**src/rtl/uart_rx_frame_deserializer.sv**
```systemverilog
// UART receive front end: 2-flop input synchronizer, oversampled start-bit
// qualification, 8 data bits + parity shifted in LSB first, stop-bit check,
// and a single-entry holding register with valid/ack handshake and sticky overrun.
//
// state    | meaning
// ---------+----------------------------------------------------------
// S_IDLE   | line idle, waiting for rx_s low on a baud tick
// S_START  | start bit seen, confirm low at mid-bit (glitch filter)
// S_DATA   | sampling data bits 0..7 at bit centres
// S_PARITY | sampling the parity bit into frame bit 8
// S_STOP   | sampling the stop bit, then completing the frame
module uart_rx_frame_deserializer #(
    parameter int OVERSAMPLE = 16
) (
    input  logic       i_clk,
    input  logic       i_rst,
    input  logic       i_baud_tick,
    input  logic       i_rx,
    output logic [8:0] o_frame_out,
    output logic       o_frame_valid,
    input  logic       i_frame_ack,
    output logic       o_framing_error,
    output logic       o_overrun,
    output logic       o_busy
);

    localparam int TICK_W = (OVERSAMPLE > 1) ? $clog2(OVERSAMPLE) : 1;
    localparam logic [TICK_W-1:0] HALF_LAST = TICK_W'(OVERSAMPLE / 2 - 1);
    localparam logic [TICK_W-1:0] FULL_LAST = TICK_W'(OVERSAMPLE - 1);

    typedef enum logic [2:0] {
        S_IDLE,
        S_START,
        S_DATA,
        S_PARITY,
        S_STOP
    } state_t;

    state_t            r_state;
    state_t            w_state_nxt;
    logic [TICK_W-1:0] r_tick_cnt;
    logic [TICK_W-1:0] w_tick_nxt;
    logic [2:0]        r_bit_cnt;
    logic [2:0]        w_bit_nxt;
    logic [8:0]        r_shift;
    logic [8:0]        w_shift_nxt;
    logic              r_rx_meta;
    logic              r_rx_s;
    logic              w_complete;
    logic              w_load;
    logic              w_set_ovr;
    logic              w_ack_ok;

    logic [8:0]        r_frame;
    logic              r_frame_valid;
    logic              r_framing_error;
    logic              r_overrun;

    // Two-flop synchronizer for the asynchronous line; idles high.
    always_ff @(posedge i_clk) begin
        if (i_rst) begin
            r_rx_meta <= 1'b1;
            r_rx_s    <= 1'b1;
        end else begin
            r_rx_meta <= i_rx;
            r_rx_s    <= r_rx_meta;
        end
    end

    // State, bit-phase counter, bit counter and shift register.
    always_ff @(posedge i_clk) begin
        if (i_rst) begin
            r_state    <= S_IDLE;
            r_tick_cnt <= '0;
            r_bit_cnt  <= '0;
            r_shift    <= '0;
        end else begin
            r_state    <= w_state_nxt;
            r_tick_cnt <= w_tick_nxt;
            r_bit_cnt  <= w_bit_nxt;
            r_shift    <= w_shift_nxt;
        end
    end

    // Next-state logic; everything holds between baud ticks.
    always_comb begin
        w_state_nxt = r_state;
        w_tick_nxt  = r_tick_cnt;
        w_bit_nxt   = r_bit_cnt;
        w_shift_nxt = r_shift;
        w_complete  = 1'b0;
        if (i_baud_tick) begin
            case (r_state)
                S_IDLE: begin
                    if (!r_rx_s) begin
                        w_state_nxt = S_START;
                        w_tick_nxt  = '0;
                    end
                end
                S_START: begin
                    if (r_tick_cnt == HALF_LAST) begin
                        w_tick_nxt = '0;
                        if (r_rx_s) begin
                            w_state_nxt = S_IDLE;
                        end else begin
                            w_state_nxt = S_DATA;
                            w_bit_nxt   = '0;
                        end
                    end else begin
                        w_tick_nxt = r_tick_cnt + 1'b1;
                    end
                end
                S_DATA: begin
                    if (r_tick_cnt == FULL_LAST) begin
                        w_tick_nxt             = '0;
                        w_shift_nxt[r_bit_cnt] = r_rx_s;
                        if (r_bit_cnt == 3'd7) begin
                            w_state_nxt = S_PARITY;
                        end else begin
                            w_bit_nxt = r_bit_cnt + 1'b1;
                        end
                    end else begin
                        w_tick_nxt = r_tick_cnt + 1'b1;
                    end
                end
                S_PARITY: begin
                    if (r_tick_cnt == FULL_LAST) begin
                        w_tick_nxt     = '0;
                        w_shift_nxt[8] = r_rx_s;
                        w_state_nxt    = S_STOP;
                    end else begin
                        w_tick_nxt = r_tick_cnt + 1'b1;
                    end
                end
                S_STOP: begin
                    if (r_tick_cnt == FULL_LAST) begin
                        w_tick_nxt  = '0;
                        w_complete  = 1'b1;
                        w_state_nxt = S_IDLE;
                    end else begin
                        w_tick_nxt = r_tick_cnt + 1'b1;
                    end
                end
                default: begin
                    w_state_nxt = S_IDLE;
                    w_tick_nxt  = '0;
                end
            endcase
        end
    end

    // A completing frame loads only if the holder is empty or being emptied now.
    assign w_ack_ok  = i_frame_ack && r_frame_valid;
    assign w_load    = w_complete && (!r_frame_valid || i_frame_ack);
    assign w_set_ovr = w_complete && r_frame_valid && !i_frame_ack;

    // Holding register, handshake and sticky overrun.
    always_ff @(posedge i_clk) begin
        if (i_rst) begin
            r_frame         <= '0;
            r_frame_valid   <= 1'b0;
            r_framing_error <= 1'b0;
            r_overrun       <= 1'b0;
        end else begin
            if (w_load) begin
                r_frame         <= r_shift;
                r_framing_error <= !r_rx_s;
                r_frame_valid   <= 1'b1;
            end else if (w_ack_ok) begin
                r_frame_valid <= 1'b0;
            end
            if (w_set_ovr) begin
                r_overrun <= 1'b1;
            end else if (i_frame_ack) begin
                r_overrun <= 1'b0;
            end
        end
    end

    assign o_frame_out     = r_frame;
    assign o_frame_valid   = r_frame_valid;
    assign o_framing_error = r_framing_error;
    assign o_overrun       = r_overrun;
    assign o_busy          = (r_state != S_IDLE);

endmodule

```
**config.mk**
```make
export PLATFORM = sky130hd
export DESIGN_NAME = uart_rx_frame_deserializer
export DESIGN_NICKNAME = d
export VERILOG_FILES = /design/src/rtl/uart_rx_frame_deserializer.sv
export SDC_FILE = /design/constraint.sdc
export NUM_CORES = 1
export LEC_CHECK = 0
export ABC_AREA = 1
export CAP_MARGIN = 15
export CORE_MARGIN = 3
export CORE_UTILIZATION = 40
export DETAILED_ROUTE_END_ITERATION = 12
export DONT_BUFFER_PORTS = 1
export HOLD_SLACK_MARGIN = 0.1
export REMOVE_ABC_BUFFERS = 1
export SLEW_MARGIN = 25
export SYNTH_ARGS = -nofsm -noshare
export SYNTH_HDL_FRONTEND = slang
export SYNTH_SLANG_ARGS = --single-unit
export TNS_END_PERCENT = 5
```
**constraint.sdc**
```tcl
create_clock -name i_clk -period 4.61 [get_ports i_clk]
set_input_delay 1.1525 -clock i_clk [delete_from_list [all_inputs] [get_ports i_clk]]
set_output_delay 1.1525 -clock i_clk [all_outputs]
set_load 0.03 [all_outputs]
```
==> results.yml <==
layout:
  most-common-layout-cells: "nand2_1 (45), dfxtp_1 (33), a21oi_1 (24)"
  final_common_cell: "nand2_1"
  final_layout_size_suffix_gt1_frac: 0.137
  antennaDiodeCount: 0
  stdcell_count: 260
  area_growth_pct: 8.19
  n_fill_cell: 376
  final_nets: 219
synth:
  synth-async-reset-ratio: 0
  synth_cells: 212
  yosysSeqAreaShare: 0.416
  synth.distinct_cells: 25
  postSynthAreaPerCell_um2: 7.50
  yosys_register_bits: 33
  syn_area_um2: 1590
  yosys.area.top_type: "dfxtp_1"
  yosysWarnings: 0
  yosysTopAreaCellShare: 0.416
  synthFlopType: "dfxtp_1"
  synth.area.top_cells: "dfxtp_1 (42%), nand2_1 (11%), a21oi_1 (7.6%), nand3_1 (6.9%), nor2_1 (5.0%)"
  synth_edf_count: 0
routing:
  wl_um: 3110
  drc: 0
  avgRoutedWirePerCell_um: 12.0
  drt_iter0_markers: 82
  via_per_inst: 5.09
  vias: 1323
  first_pass_iters: 4
  ant_nets: 0
clock_tree:
  cts_setup_buffers: 0
  cts-resized-gates: 0
  cts_tree: "yes"
  clock_latency_ps: 280
  holdBufCountCts: 0
  clk_pin_slew_ps: 70
  clkSinkCount: 33
  clockRootBuffer: "clkbuf_8"
  clockBufferDepth: 2
  h-tree-depth: 2
  cts_buffers: 5
power_and_ir_drop:
  p_per_area_nw_per_um2: 463
  leakagePower_nw: 0.663
  power_frac_comb: 0.234
  sw_frac_of_total: 0.327
  p_clk_frac: 0.354
  peakVddDrop_v: 0.000191
  p_sw_mw: 0.260
  seq_power_share: 0.413
  p_int_mw: 0.535
floorplan:
  die_area_um2: 4770
  ios: 18
  core_area_um2: 3740
  start_util: 0.424
  row_count: 22
  die_x_um: 69.0
  die_y_um: 69.0
job:
  max-cap-violations: 0
timing:
  finalCriticalPeriod_ps: 2240
  skew_ps: 7.18
  timing.final.crit_share: 0.485
  finalHoldViolCount: 0
  max-slew-margin-rel: 0.695
  worst_slew_pin_slew_ps: 456
  rsz0062_at_grt: "false"
  drv_slew: 0
  setup_viol: 0
  max_freq_ghz: 0.447
  setup_tns_ps: 0
global_route:
  grt_usage: 0.144
  grt_pass1_wl_um: 5660
  grt-ovfl-total: 0
  grt_start_max_net_pins: 24
  antenna_found_initial: 0
  grt_pass1_vias: 1236
placed_design:
  place_congestion: 0.755
  dp.cells: 252
  io_buffer_count: 0
  dp_hpwl_um: 2190
critical_path:
  crit_type: "flip-flop to output pin"
  max_stage_delay_ps: 360
  path_max_fanout: 5
  crit_chain: "nor2_4 -> nand2_1"
  endpoint_kind: "output pin"
  cp.arrival_ps: 1080
  critical-path-slowest-cell: "dfxtp_1"
  cp-start-kind: "flip-flop"
  worst_ep_required_time_ps: 3460
min_path:
  hold_path_class: "flip-flop to flip-flop"
status:
  outcome: "completed"
per-layer routing:
metal  track usage  up-vias  share of wire
met2         0.224       24           0.45
met5             0        -              0
met3        0.0598        5          0.063
met4        0.0456        0          0.014
met1         0.180      598           0.47
li1              -      696              -
cell type report:
type	count	area [um^2]	area share
clock buffer	7	86.3	0.0502
clock inverter	1	30.0	0.0175
inverter	19	71.3	0.0415
multi-input combinational	152	811	0.472
sequential	33	661	0.384
tap	48	60.1	0.0349
stage by stage:
| step | worst slack, ps | utilization | power [mW] | area, um^2 | hold slack, ps |
|---|---|---|---|---|---|
| after detailed placement | 2450 | 0.428 | 0.522 | 1600 | 396 |
| after CTS | 2360 | 0.459 | 0.803 | 1720 | 416 |
| after floorplan | 2690 | - | 0.489 | 1540 | 389 |
| final | 2370 | 0.459 | 0.795 | 1720 | 413 |
| after global routing | 2300 | 0.459 | 0.841 | 1720 | 437 |
| after global placement | 2490 | 0.428 | 0.520 | 1600 | 390 |
registers in the layout (all words and copies together) (netlist names), 3 cells and up:
signal,cells
r_tick_cnt,4
r_bit_cnt,3
r_shift,9
o_frame_out,9
r_state,3
critical path, delay by kind of cell (launching register included):
kind	cells	cell delay (ps)
and+or+nand+nor	2	430
DFF	1	360
cells by family after synthesis:
kind of cell	synth area share
and+or+nand+nor	0.380
buffers and inverters	0.0740
adders and majority gates	0.0236
AOI/OAI and AO/OA	0.107
DFF	0.416
final timing paths:
path                               startpoint              to  slack [ps]  depth (start not counted)
worst min-delay path                r_rx_meta          r_rx_s         410                          1
worst max register to register  r_tick_cnt[0]  o_frame_out[1]        2750                          8
worst max-delay path               r_state[0]          o_busy        2370                          2
worst min register to register      r_rx_meta          r_rx_s         410                          1
synthesized netlist by cell type, types with 2 or more instances:
master and n:
nand4_1 8, ha_1 3, dfxtp_1 33, inv_2 3, nand2_1 45, o21ai_0 3
inv_1 16, nand2_4 2, o21ai_1 2, and2_1 3, nand3_1 22, or2_2 2
a21oi_2 2, clkbuf_1 5, a21oi_1 24, nand3_2 6, buf_6 2, nor2_4 4
nor2_1 21
power groups by stage:
stage / sequential, mW / combinational [mW] / clock, mW
after floorplan: 0.329 / 0.160 / 0
after global placement: 0.334 / 0.186 / 0
after detailed placement: 0.334 / 0.187 / 0
after CTS: 0.328 / 0.188 / 0.288
after global routing: 0.331 / 0.211 / 0.299
final: 0.328 / 0.186 / 0.281
Power figures use the tool's default switching activity.
